File: src/rtl/hazard_ctrl.sv
// Pipeline hazard sequencer for the 5-stage MIPS core: resolves dmem wait, MUL/DIV
// occupancy, taken branches and load-use into per-stage stall/flush controls.
module hazard_ctrl #(
    parameter int MD_LAT      = 4,
    parameter int MEM_TIMEOUT = 64
) (
    input  logic        clk,
    input  logic        rst,
    input  logic [4:0]  ID_Rs,
    input  logic [4:0]  ID_Rt,
    input  logic        ID_UseRs,
    input  logic        ID_UseRt,
    input  logic        EX_MemR,
    input  logic [4:0]  EX_Rdst,
    input  logic        EX_MD_start,
    input  logic        EX_BrTaken,
    input  logic        MEM_MemR,
    input  logic        MEM_MemW,
    input  logic        dmem_ready,
    output logic        PC_Stall,
    output logic        IF_ID_Stall,
    output logic        ID_EX_Stall,
    output logic        EX_MEM_Stall,
    output logic        MEM_WB_Stall,
    output logic        IF_ID_flush,
    output logic        ID_EX_flush,
    output logic        EX_MEM_flush,
    output logic        MEM_WB_flush,
    output logic        md_busy,
    output logic        bus_err,
    output logic [15:0] stall_cnt
);

    typedef enum logic {M_RUN, M_WAIT} mstate_t;

    localparam logic [7:0] WAIT_LAST = 8'(MEM_TIMEOUT - 1);
    localparam logic [3:0] MD_LOAD   = 4'(MD_LAT - 1);

    mstate_t     state_q, state_d;
    logic [7:0]  wait_cnt_q, wait_cnt_d;
    logic [3:0]  md_cnt_q, md_cnt_d;
    logic        bus_err_q, bus_err_d;
    logic [15:0] stall_cnt_q, stall_cnt_d;

    logic mem_acc, wait_last, mem_hold, md_hold, load_use;

    assign mem_acc   = MEM_MemR | MEM_MemW;
    assign wait_last = (state_q == M_WAIT) && (wait_cnt_q == WAIT_LAST);
    // On the timeout cycle the hold is dropped so the pipeline can drain.
    assign mem_hold  = mem_acc & ~dmem_ready & ~wait_last;
    assign md_hold   = (md_cnt_q != 4'd0) | EX_MD_start;
    assign load_use  = EX_MemR && (EX_Rdst != 5'd0) &&
                       ((ID_UseRs && (ID_Rs == EX_Rdst)) ||
                        (ID_UseRt && (ID_Rt == EX_Rdst)));

    always_comb begin
        state_d     = state_q;
        wait_cnt_d  = wait_cnt_q;
        bus_err_d   = bus_err_q;
        md_cnt_d    = md_cnt_q;
        stall_cnt_d = stall_cnt_q;

        case (state_q)
            M_RUN: begin
                if (mem_acc && !dmem_ready) begin
                    state_d    = M_WAIT;
                    wait_cnt_d = 8'd1;
                end
            end
            M_WAIT: begin
                if (dmem_ready) begin
                    state_d = M_RUN;
                end else if (wait_last) begin
                    bus_err_d = 1'b1;
                    state_d   = M_RUN;
                end else begin
                    wait_cnt_d = wait_cnt_q + 8'd1;
                end
            end
            default: state_d = M_RUN;
        endcase

        // The occupancy timer keeps running under a memory hold; only the
        // initial load waits for the memory stage to be free.
        if (md_cnt_q != 4'd0)
            md_cnt_d = md_cnt_q - 4'd1;
        else if (EX_MD_start && !mem_hold)
            md_cnt_d = MD_LOAD;

        if (PC_Stall && (stall_cnt_q != 16'hFFFF))
            stall_cnt_d = stall_cnt_q + 16'd1;
    end

    always_ff @(posedge clk or negedge rst) begin
        if (!rst) begin
            state_q     <= M_RUN;
            wait_cnt_q  <= 8'd0;
            md_cnt_q    <= 4'd0;
            bus_err_q   <= 1'b0;
            stall_cnt_q <= 16'd0;
        end else begin
            state_q     <= state_d;
            wait_cnt_q  <= wait_cnt_d;
            md_cnt_q    <= md_cnt_d;
            bus_err_q   <= bus_err_d;
            stall_cnt_q <= stall_cnt_d;
        end
    end

    always_comb begin
        PC_Stall     = 1'b0;
        IF_ID_Stall  = 1'b0;
        ID_EX_Stall  = 1'b0;
        EX_MEM_Stall = 1'b0;
        MEM_WB_Stall = 1'b0;
        IF_ID_flush  = 1'b0;
        ID_EX_flush  = 1'b0;
        EX_MEM_flush = 1'b0;
        MEM_WB_flush = 1'b0;

        if (mem_hold) begin
            PC_Stall     = 1'b1;
            IF_ID_Stall  = 1'b1;
            ID_EX_Stall  = 1'b1;
            EX_MEM_Stall = 1'b1;
            MEM_WB_Stall = 1'b1;
        end else if (md_hold) begin
            PC_Stall     = 1'b1;
            IF_ID_Stall  = 1'b1;
            ID_EX_Stall  = 1'b1;
            EX_MEM_flush = 1'b1;
        end else if (EX_BrTaken) begin
            // The squashed ID instruction makes any load-use moot.
            IF_ID_flush = 1'b1;
            ID_EX_flush = 1'b1;
        end else if (load_use) begin
            PC_Stall    = 1'b1;
            IF_ID_Stall = 1'b1;
            ID_EX_flush = 1'b1;
        end
    end

    assign md_busy   = md_hold;
    assign bus_err   = bus_err_q;
    assign stall_cnt = stall_cnt_q;

endmodule
File: config.mk
export PLATFORM = sky130hd
export DESIGN_NAME = hazard_ctrl
export DESIGN_NICKNAME = d
export VERILOG_FILES = /design/src/rtl/hazard_ctrl.sv
export SDC_FILE = /design/constraint.sdc
export NUM_CORES = 1
export LEC_CHECK = 0
export ABC_CLOCK_PERIOD_IN_PS = 2500
export CAP_MARGIN = 20
export CORE_UTILIZATION = 47
export CTS_CLUSTER_SIZE = 10
export DETAILED_ROUTE_END_ITERATION = 6
export PLACE_DENSITY = 0.76
export SETUP_SLACK_MARGIN = 0.3
export SLEW_MARGIN = 20
export SYNTH_ARGS = -nofsm -noshare
export SYNTH_HDL_FRONTEND = slang
export SYNTH_SLANG_ARGS = --single-unit
File: constraint.sdc
create_clock -name clk -period 2.5 [get_ports clk]
set_input_delay 0.5 -clock clk [delete_from_list [all_inputs] [get_ports clk]]
set_output_delay 0.5 -clock clk [all_outputs]
set_load 0.05 [all_outputs]
==> key figures <==
Global route
  – Initial antenna violation count: 0
  – Pin count of the biggest net entering global routing: 31
  – First-pass GRT wire length: 6.831 mm
  – GRT overflow: 0
  – Tot GR Track Use: 0.2196
  – Number of global-route vias before repair: 1545

Pwr
  – Pwr dens: about 800 nW/um^2
  – VDD IR max: around 790 uV
  – Comb pwr share: 0.492
  – Leakage: around 1.2 nW
  – Switching Fraction: 0.4076
  – Clock power share: 0.170
  – Seq pwr share: 0.339
  – Internal Pwr Total: around 1.2 mW
  – Switching pwr: around 0.86 mW

Detailed routing
  – DR vias: about 1500
  – Post-route ant nets: 0
  – # DRC: 0
  – DR pass1 iterations: 4
  – Vias/cell: approximately 5.2
  – DRT iter0 DRCs: 23
  – Drt wl/cell: around 15 um
  – Post-Route WL: 4.200 mm

Clock tree
  – CTS tree: built
  – CTS Sinks: 30
  – Clock H-tree levels: 2
  – # hold bufs at CTS: 0
  – Clock slew at reported path FFs: about 50 ps
  – Bufs on Longest Clock Path: 2
  – Clk_lat worst skew: approximately 280 ps
  – CTS Buf Count: 5
  – Clock Root Buffer: clkbuf_8

Status
  – Run status: complete, no violations

Synth
  – Post-synthesis sequential area ratio: 0.4222
  – Synthesized area per cell: approximately 11 um^2
  – Syn_nets: between 150 and 200
  – Flops & latches, synth: 30
  – Cell variety after synth: 46
  – Synthesized area: around 1800 um^2
  – Synth Instances: ~160
  – Synth warn: 0

Min path
  – Hold_sp: bus_err
  – WHS Endpoint: bus_err
  – Worst Hold Class: register to register
  – Hold Crit Depth: 1

Run
  – MaxCap Viol Count: 0

Timing
  – RSZ-0062 raised after global routing: true
  – Setup slack after layout: roughly 180 ps
  – Clock skew: 4.874 ps
  – Final count of hold timing violations: 0
  – Min Tclk post-route: around 2300 ps
  – Final Max Slew Viols: 0
  – Setup violations, final: 0
  – Final Cycle Share: 0.9280
  – Highest Clock Rate: 431.0 MHz
  – Worst Tran Pin Value: approximately 650 ps
  – Max_slew headroom: 0.5620

Critical path
  – CP delay by family, top: simple AND/OR/NAND/NOR gates
  – Reg2reg start: wait_cnt_q[1]
  – Critical path arrival: between 1500 and 2000 ps
  – Flop-to-flop setup slack: 420 ps
  – Critical Path Slowest Stage Cell: or4_4
  – Startpoint Class: input pin
  – Slowest Stage Delay on Critical Path: 530 ps
  – R2R Path End: stall_cnt[1]
  – Worst Path Max Fanout: 2
  – CP endpoint kind: primary output
  – Cells on worst reg2reg path: 11
  – Bufs and invs on worst path: 2
  – Worst path cell trace: buf_2 -> or4_4 -> o21ai_2 -> and2b_1 -> o21a_1 -> buf_6
  – Crit Path Class: input pin to primary output
  – CP required: about 2000 ps

Die
  – # rows: 21
  – Starting Density: 0.5126
  – Core area: ~3500 um^2
  – Die Height: approximately 64 um
  – Die width: around 64 um
  – Die area: between 4000 and 5000 um^2
  – Num ports: 52

Cells and area
  – Final net count: between 200 and 300
  – Finished Cell Area: roughly 2600 um^2
  – Ant diodes: 0
  – Area growth from synthesis to layout: 47.85%
  – Layout cells sized above 1: 0.3136
  – Final Core Density: 0.7579

Placement
  – Post-DP HPWL: ~2.9 mm
  – RD Place Congestion: roughly 0.81
  – DP Area: approximately 2400 um^2
  – Port Buffers: 50
  – Pre-CTS setup slack: -186.5 ps
==> sequential cells by signal (all words and copies together) (netlist names) <==
| name | count |
|---|---|
| state_q | 1 |
| bus_err | 1 |
| stall_cnt | 16 |
| wait_cnt_q | 8 |
| md_cnt_q | 4 |
==> final cells by class <==
type                            count  area [um^2]
Clock buffer                        7        76.32
Fill cell                         245        839.6
Inverter                            7        36.28
Multi-Input combinational cell    121        987.2
Sequential cell                    30        750.7
Tap cell                           46        57.56
Timing Repair Buffer               71        720.7
==> worst max-delay path by stage <==
stage	from	end	slack [ps]	cells after the start
after CTS	wait_cnt_q[0]	PC_Stall	160	9
final	EX_Rdst[3]	ID_EX_flush	180	6
after global placement	EX_Rdst[2]	ID_EX_flush	-170	6
after floorplan	wait_cnt_q[0]	PC_Stall	160	10
after global routing	EX_Rdst[4]	ID_EX_flush	110	8
after detailed placement	EX_Rdst[2]	ID_EX_flush	-190	6
==> cell usage after synthesis, drive strengths merged <==
cell,instances,area [um^2]
a21oi,2,21.27
conb,1,3.750
a21o,2,22.52
nand4,10,83.83
clkbuf,1,13.76
nand2,8,30.03
o21bai,1,7.510
inv,7,28.78
nor3,3,15.01
xor2,6,52.55
o21ai,5,40.04
o21a,1,7.510
buf,5,46.29
and2b,1,7.510
a211oi,1,20.02
or4,1,7.510
a31oi,1,6.260
and3,12,78.82
nand3,14,117.6
o22ai,1,6.260
dfrtp,30,750.7
mux2i,2,20.02
ha,3,37.54
nor2,12,52.55
and4bb,1,16.27
and4,2,20.02
xnor2,24,210.2
or2,1,6.260
and2,5,36.29
mux2,1,11.26
==> what timing repair did <==
item                       in CTS  in global routing
resized for setup              32                  9
buffers inserted               10                  3
pin swaps                      16                  8
setup endpoints to repair      11                 10
gates cloned                    0                  0
==> cells by family after synthesis <==
kind of cell               Yosys count  share of synthesized area
other                                1                   0.002109
adders and majority gates            3                    0.02111
DFF                                 30                     0.4222
muxes                                3                    0.01759
buffers and inverters               13                    0.04996
xor gates and xnor gates            30                     0.1478
and+or+nand+nor                     70                     0.2653
AOI/OAI and AO/OA                   14                    0.07390
==> metrics by stage <==
stage | hold WS, ps | setup TNS (ps) | power, mW | std cells
floorplan | 204.4 | 0 | 1.316 | 164
global placement | 458.7 | -455.3 | 1.601 | 262
detailed placement | 470.1 | -552.2 | 1.640 | 262
CTS | 489.0 | 0 | 2.060 | 279
global route | 496.8 | 0 | 2.210 | 282
finish | 485.4 | 0 | 2.103 | 282
==> cell usage in the layout (no fill, tap or decap), types with 5 or more instances in the layout <==
cell type,n
buf_4,19
xor2_1,6
nand3_1,6
nor2_1,11
and3_1,9
nand3_2,7
nand4_1,8
xnor2_1,23
clkdlybuf4s50_1,27
dfrtp_1,30
buf_12,6
clkbuf_8,5
dlygate4sd2_1,7
nand2_1,7
==> layer usage <==
layer  share of wire  global-route usage  vias up
li1                -                   -      705
met1            0.42              0.2654      715
met2            0.51              0.3763       54
met3           0.061             0.06341        4
met4          0.0040             0.06250        0
met5               0                   0        -
==> power by group through the flow <==
stage                     clock network (mW)  logic (mW)  registers, mW
after floorplan                            0       0.403          0.913
after global placement                     0       0.894          0.707
after detailed placement                   0       0.925          0.715
after CTS                              0.365       0.986          0.709
after global routing                   0.383        1.10          0.726
final                                  0.357        1.03          0.713
No activity file was read; power rests on OpenSTA's default activity.
